## src/rtl/dvsd_seqmul.sv

```systemverilog
// Sequential radix-2 shift-add multiplier, WIDTH x WIDTH -> 2*WIDTH, unsigned or
// two's-complement per operation, with a START/BUSY/DONE handshake.
module dvsd_seqmul #(
  parameter int WIDTH = 8
) (
  input  logic                 CLK,
  input  logic                 RST,
  input  logic                 START,
  input  logic                 SIGNED,
  input  logic [WIDTH-1:0]     A,
  input  logic [WIDTH-1:0]     B,
  output logic                 BUSY,
  output logic                 DONE,
  output logic [2*WIDTH-1:0]   M
);

  localparam int CNT_W = $clog2(WIDTH + 1);

  typedef enum logic [1:0] {IDLE, CALC, FIN} state_t;

  state_t                state;
  logic [WIDTH-1:0]      mcand;
  logic [WIDTH-1:0]      mplier;
  logic [2*WIDTH-1:0]    acc;
  logic                  neg;
  logic [CNT_W-1:0]      cnt;
  logic [WIDTH:0]        sum;
  logic [WIDTH-1:0]      a_mag;
  logic [WIDTH-1:0]      b_mag;
  logic                  op_neg;

  // Magnitude of a possibly-signed operand; the most negative value maps to
  // 2^(WIDTH-1), which still fits as an unsigned WIDTH-bit number.
  function automatic logic [WIDTH-1:0] magnitude(input logic signed [WIDTH-1:0] x,
                                                 input logic                    sgn);
    logic signed [WIDTH-1:0] nx;
    nx = -x;
    return (sgn && x[WIDTH-1]) ? $unsigned(nx) : $unsigned(x);
  endfunction

  function automatic logic [2*WIDTH-1:0] apply_sign(input logic [2*WIDTH-1:0] p,
                                                    input logic               n);
    return n ? -p : p;
  endfunction

  always_comb begin
    a_mag  = magnitude(A, SIGNED);
    b_mag  = magnitude(B, SIGNED);
    op_neg = SIGNED & (A[WIDTH-1] ^ B[WIDTH-1]);
  end

  // Upper half plus conditional multiplicand; bit WIDTH is the carry that is
  // shifted back into the accumulator.
  assign sum = {1'b0, acc[2*WIDTH-1:WIDTH]} + (mplier[0] ? {1'b0, mcand} : '0);

  always_ff @(posedge CLK) begin
    if (RST) begin
      state  <= IDLE;
      BUSY   <= 1'b0;
      DONE   <= 1'b0;
      M      <= '0;
      acc    <= '0;
      mcand  <= '0;
      mplier <= '0;
      neg    <= 1'b0;
      cnt    <= '0;
    end else begin
      DONE <= 1'b0;
      case (state)
        IDLE: begin
          if (START) begin
            mcand  <= a_mag;
            mplier <= b_mag;
            neg    <= op_neg;
            acc    <= '0;
            cnt    <= CNT_W'(WIDTH);
            BUSY   <= 1'b1;
            state  <= CALC;
          end
        end
        CALC: begin
          acc    <= {sum, acc[WIDTH-1:1]};
          mplier <= mplier >> 1;
          cnt    <= cnt - CNT_W'(1);
          if (cnt == CNT_W'(1)) begin
            BUSY  <= 1'b0;
            state <= FIN;
          end
        end
        FIN: begin
          M    <= apply_sign(acc, neg);
          DONE <= 1'b1;
          // A request here is accepted immediately for back-to-back throughput.
          if (START) begin
            mcand  <= a_mag;
            mplier <= b_mag;
            neg    <= op_neg;
            acc    <= '0;
            cnt    <= CNT_W'(WIDTH);
            BUSY   <= 1'b1;
            state  <= CALC;
          end else begin
            state <= IDLE;
          end
        end
        default: begin
          BUSY  <= 1'b0;
          state <= IDLE;
        end
      endcase
    end
  end

endmodule

```

## config.mk

```make
export PLATFORM = sky130hd
export DESIGN_NAME = dvsd_seqmul
export DESIGN_NICKNAME = d
export VERILOG_FILES = /design/src/rtl/dvsd_seqmul.sv
export SDC_FILE = /design/constraint.sdc
export NUM_CORES = 1
export LEC_CHECK = 0
export CORE_MARGIN = 1.5
export CORE_UTILIZATION = 30
export CTS_CLUSTER_SIZE = 40
export DETAILED_ROUTE_END_ITERATION = 8
export GPL_TIMING_DRIVEN = 0
export HOLD_SLACK_MARGIN = 0.1
export PLACE_DENSITY = 0.53
export SETUP_SLACK_MARGIN = 0.2
export SYNTH_ARGS = -nofsm -noshare
export SYNTH_HDL_FRONTEND = slang
export SYNTH_SLANG_ARGS = --single-unit
export TNS_END_PERCENT = 1
```

## constraint.sdc

```tcl
create_clock -name CLK -period 3.9 [get_ports CLK]
set_input_delay 0.78 -clock CLK [delete_from_list [all_inputs] [get_ports CLK]]
set_output_delay 0.78 -clock CLK [all_outputs]
set_load 0.1 [all_outputs]
```

==> run_results.csv, run 1 <==
group,metric,value,unit
final_layout,syn_to_final_growth,23.2,%
die,core_area,9910,sq um
placement,dp_hpwl,5780,um
sta,final-setup-viol-count,0,
power,p_leak,0.00150,uW
synthesis,avgSynthCellArea,8.65,sq um
global_routing,grt_remaining_overflow,0,
final_layout,mostFrequentLayoutCells,"dfxtp_1, nor2_1, clkdlybuf4s50_1",
clock_tree,ctsHtreeMaxLevel,3,
synthesis,syn_area,3110,sq um
clock_tree,cts_sinks,57,
sta,maxSlewViolCount,0,
setup_path,crit_start,"BUSY",
clock_tree,postCtsHoldBufs,0,
global_routing,grt_pass1_wl,12700,um
setup_path,reg2reg_slack,1730,ps
synthesis,ys_ff_latch,57,
detailed_routing,drc_errors,0,
global_routing,grt_max_degree,11,
detailed_routing,postRouteAntennaNets,0,
global_routing,grt_pass1_vias,2604,
detailed_routing,via_count,2718,
placement,place_congestion,0.732,
synthesis,yosysUniqueCellTypes,59,
die,design.portCount,38,
detailed_routing,routed_wl,7560,um
global_routing,grt_antenna_before_repair,0,
clock_tree,cts_setup_buffers,0,
setup_path,cp.arrival,1810,ps
power,p_clk_share,40.2,%
setup_path,r2r_end,"acc[13]",
detailed_routing,drtIter0Drc,90,
setup_path,cp-endpoint,"BUSY",
sta,fin_crit,2590,ps
hold_path,hp-class,"flip-flop to flip-flop",
setup_path,cp-start-kind,"flip-flop",
setup_path,cp_num_buf_inv,1,
power,max-vdd-ir-drop,0.000126,V
detailed_routing,firstDrtPassIters,4,
sta,fmax,385,MHz
power,pwr-share-seq,45.5,%
synthesis,syn-num-nets,393,
die,die_w,105,um
setup_path,required,3120,ps
synthesis,synth_flop_cell,"dfxtp_1",
die,die_h,105,um
clock_tree,insertion_delay,330,ps
setup_path,worstPathCellList,"clkdlybuf4s50_1",
setup_path,ff2ff_path_depth,7,
clock_tree,cts_buffers,9,
placement,io_buffers,36,
flow_run,cap_violations,0,
detailed_routing,viasPerCell,5.01,
sta,hold_viol,0,
power,internal_power,1010,uW
synthesis,ys_warn_count,0,
setup_path,r2r_start,"mplier[0]",
final_layout,drive_above_1_share,8.78,%
power,switchingPower,362,uW
global_routing,track_usage,14.5,%
sta,worst_pin_slew,973,ps
final_layout,fin_util,38.6,%
setup_path,worst_setup_path_end_kind,"output pin",
detailed_routing,wire_per_inst,13.9,um
power,fin_total_pwr,1370,uW
power,power.density,358,nW/um^2
setup_path,slowest_stage,"clkdlybuf4s50_1",
sta,rsz0062_at_grt,"no",
hold_path,hold_depth,2,
sta,period_share,66.5,%
sta,slew_headroom,35.0,%
clock_tree,clk_pin_slew,60,ps
setup_path,critPathTopFamily,"buffers and inverters",
run_status,status,"complete, no violations",
setup_path,cp_max_fo,3,
synthesis,syn-instance-count,359,
synthesis,async_flop_share,0,%
power,switching_share,26.4,%
setup_path,setup.worst_path.class,"flip-flop to output pin",
die,row_count,36,
synthesis,synth_edf_count,0,
clock_tree,clk_path_buf_depth,2,
clock_tree,cts-root-buf,"clkbuf_8",
clock_tree,post_cts_resized,0,
setup_path,slowest_delay,1140,ps
die,start_util,31.3,%
clock_tree,cts_tree,"yes",
power,pwr-share-comb,14.3,%
setup_path,path_depth,1,
sta,hold_ws,453,ps
final_layout,fin_nets,440,
final_layout,antenna_cells,0,
final_layout,final_common_cell,"dfxtp_1",
sta,fin_setup_tns,0,ps
synthesis,yosysSeqAreaShare,36.7,%
sta,skew,7.86,ps
die,die-area,11000,sq um
==> Yosys cell counts, types with 6 or more instances <==
cell,n,area share [%]
nand2_1,28,3.4
a21oi_1,22,3.5
nand3_1,7,1.1
nor2_1,38,4.6
inv_1,13,1.6
a22o_1,6,1.7
xnor2_1,11,3.1
nor3_1,8,1.3
xor2_1,15,4.2
and2_1,8,1.6
o21ai_0,17,2.7
clkbuf_1,12,1.5
o31ai_1,6,1.5
dfxtp_1,57,37
a211oi_1,16,3.9
ha_1,13,5.2
==> registers in the layout, indices dropped and copies added, names as in the netlist <==
register	flops
mplier	8
DONE	1
mcand	8
acc	16
state	2
cnt	4
M	16
neg	1
BUSY	1
==> cell type report <==
type | instances | area, sq um
fill | 1059 | 6080
multi-input combinational | 268 | 1790
sequential | 57 | 1140
timing repair buffer | 36 | 360
tap | 133 | 166
clock buffer | 12 | 155
buffer | 21 | 125
inverter | 13 | 48.8
clock inverter | 3 | 40.0
==> kinds of logic after synthesis <==
logic type | share of synthesized area (%)
AOI/OAI and AO/OA | 23.4
xor gates and xnor gates | 7.33
adders and majority gates | 5.88
buffers and inverters | 5.60
DFF | 36.7
muxes | 1.33
and+or+nand+nor | 19.7
==> how the worst min path moves through the flow <==
stage | from | endpoint
after floorplan | mcand[0] | mcand[0]
after global placement | M[11] | M[11]
after detailed placement | M[11] | M[11]
after CTS | M[11] | M[11]
after global routing | mcand[0] | mcand[0]
final | M[11] | M[11]
==> metrics by stage <==
stage	setup slack, ps	instances	area [sq um]
3_3_place_gp	1260	528	3630
4_1_cts	1280	543	3830
6_report	1310	543	3830
5_1_grt	1230	543	3830
2_1_floorplan	1990	359	3110
3_5_place_dp	1260	528	3630
==> per-layer routing <==
layer	vias to the layer above	share of wire [%]	routed length [um]	track usage [%]
met5	-	0	0	0
li1	1388	-	-	-
met1	1264	46	3510	17.5
met3	12	3.5	262	3.06
met2	54	48	3610	24.8
met4	0	2.3	170	6.56
==> power groups by stage <==
stage	registers, uW	logic (uW)	clock network (uW)
floorplan	651	115	0
detailed placement	637	198	0
global placement	636	196	0
CTS	624	198	568
global route	627	218	593
finish	624	196	552
(Power assumes the default switching activity.)
==> run 2, diff against run 1 <==
clock period = 2.55 ns   (was 3.9 ns; I/O delays follow)
==> run 2 against run 1 <==
Against the previous run: sequential cell count unchanged; total power increased by 53%; final area about the same; combinational power increased by 52%; utilization about the same; setup slack got worse by 1100 ps; non-clock buffer count unchanged; global-route usage unchanged; die area unchanged; sequential power increased by 53%; critical path type unchanged.
==> run_results.csv, run 2 (synthesized netlist as in run 1, its figures left out) <==
group,metric,value,unit
run_status,status,"complete, no violations",
setup_path,slowest_delay,1130,ps
detailed_routing,wire_per_inst,14.0,um
clock_tree,post_cts_resized,1,
die,row_count,36,
final_layout,antenna_cells,0,
detailed_routing,postRouteAntennaNets,0,
clock_tree,cts_tree,"yes",
global_routing,grt_antenna_before_repair,0,
clock_tree,clk_path_buf_depth,2,
setup_path,ff2ff_path_depth,7,
die,start_util,31.3,%
setup_path,cp_num_buf_inv,1,
global_routing,grt_pass1_vias,2604,
sta,fin_crit,2310,ps
sta,maxSlewViolCount,0,
final_layout,fin_nets,440,
detailed_routing,routed_wl,7590,um
setup_path,cp_max_fo,2,
setup_path,worst_setup_path_end_kind,"output pin",
die,die_h,105,um
setup_path,path_depth,1,
detailed_routing,drc_errors,0,
placement,place_congestion,0.732,
detailed_routing,firstDrtPassIters,4,
die,core_area,9910,sq um
clock_tree,postCtsHoldBufs,0,
sta,worst_pin_slew,973,ps
clock_tree,clk_pin_slew,60,ps
clock_tree,cts_sinks,57,
hold_path,hold_depth,2,
detailed_routing,via_count,2706,
sta,fin_setup_tns,0,ps
die,design.portCount,38,
final_layout,mostFrequentLayoutCells,"dfxtp_1, nor2_1, clkdlybuf4s50_1",
sta,period_share,90.5,%
final_layout,fin_util,38.6,%
sta,hold_viol,0,
power,power.density,547,nW/um^2
sta,hold_ws,453,ps
clock_tree,ctsHtreeMaxLevel,3,
sta,slew_headroom,35.0,%
global_routing,grt_remaining_overflow,0,
die,die-area,11000,sq um
clock_tree,insertion_delay,330,ps
hold_path,hp-class,"flip-flop to flip-flop",
sta,skew,6.65,ps
sta,fmax,433,MHz
final_layout,seq_area,1140,sq um
placement,io_buffers,36,
setup_path,required,2040,ps
clock_tree,cts_buffers,9,
detailed_routing,drtIter0Drc,95,
setup_path,setup.worst_path.class,"flip-flop to output pin",
power,p_leak,0.00153,uW
final_layout,biggestRegsByFlops,"M: 16 flops, acc: 16 flops",
clock_tree,cts_setup_buffers,0,
setup_path,critPathTopFamily,"buffers and inverters",
die,die_w,105,um
final_layout,fillCellCount,1060,
final_layout,fin_cells,543,
placement,dp_cells,528,
final_layout,drive_above_1_share,8.78,%
final_layout,syn_to_final_growth,23.3,%
global_routing,track_usage,14.5,%
clock_tree,cts-root-buf,"clkbuf_8",
setup_path,worstPathCellList,"clkdlybuf4s50_1",
power,fin_total_pwr,2100,uW
placement,dp_hpwl,5780,um
detailed_routing,viasPerCell,4.98,
final_layout,multi_input_area,1790,sq um
global_routing,grt_max_degree,11,
final_layout,final_common_cell,"dfxtp_1",
global_routing,grt_pass1_wl,12700,um
flow_run,cap_violations,0,
sta,final-setup-viol-count,0,
setup_path,slowest_stage,"clkdlybuf4s50_1",
power,max-vdd-ir-drop,0.000193,V
setup_path,cp.arrival,1800,ps
sta,rsz0062_at_grt,"yes",
setup_path,cp-start-kind,"flip-flop",
run 2: cell count changes in the layout (fill, tap and decap cells not counted):
cell             delta
dlygate4sd2_1       +1
clkdlybuf4s50_1     -2
dlymetal6s2s_1      +1
run 2: layout make-up:
| class | count | area share [%] |
|---|---|---|
| plain buffers | 21 | 3.27 |
| inverters | 13 | 1.27 |
| multi-input cells | 268 | 46.8 |
| clock inverters | 3 | 1.05 |
| clock buffers | 12 | 4.05 |
| flip-flops and latches | 57 | 29.8 |
| well taps | 133 | 4.35 |
| repair buffers | 36 | 9.44 |
run 2: path summary, 6_finish.rpt:
path | slack, ps | startpoint | to
setup / recovery | 240 | M[13] | M[13]
hold / removal | 450 | M[11] | M[11]
setup reg to reg | 370 | mplier[0] | acc[13]
hold reg to reg | 450 | M[11] | M[11]
run 2: power breakdown:
group	internal, uW	leakage (uW)	switching (uW)
Combinational	117	0.000959	182
Sequential	929	0.000464	24.8
Clock	496	0.000102	348
run 2: per-layer routing:
layer | share of wire [%] | up-vias | global-route usage (%)
met2 | 49 | 52 | 24.8
met3 | 3.4 | 6 | 3.06
met5 | 0 | - | 0
met4 | 1.5 | 0 | 6.56
li1 | - | 1389 | -
met1 | 46 | 1259 | 17.5
run 2: per-stage QoR:
| step | instance area [sq um] | setup WS, ps |
|---|---|---|
| 3_3_place_gp | 3630 | 177 |
| 3_5_place_dp | 3630 | 182 |
| 6_report | 3830 | 243 |
| 4_1_cts | 3830 | 205 |
| 2_1_floorplan | 3110 | 640 |
| 5_1_grt | 3830 | 185 |
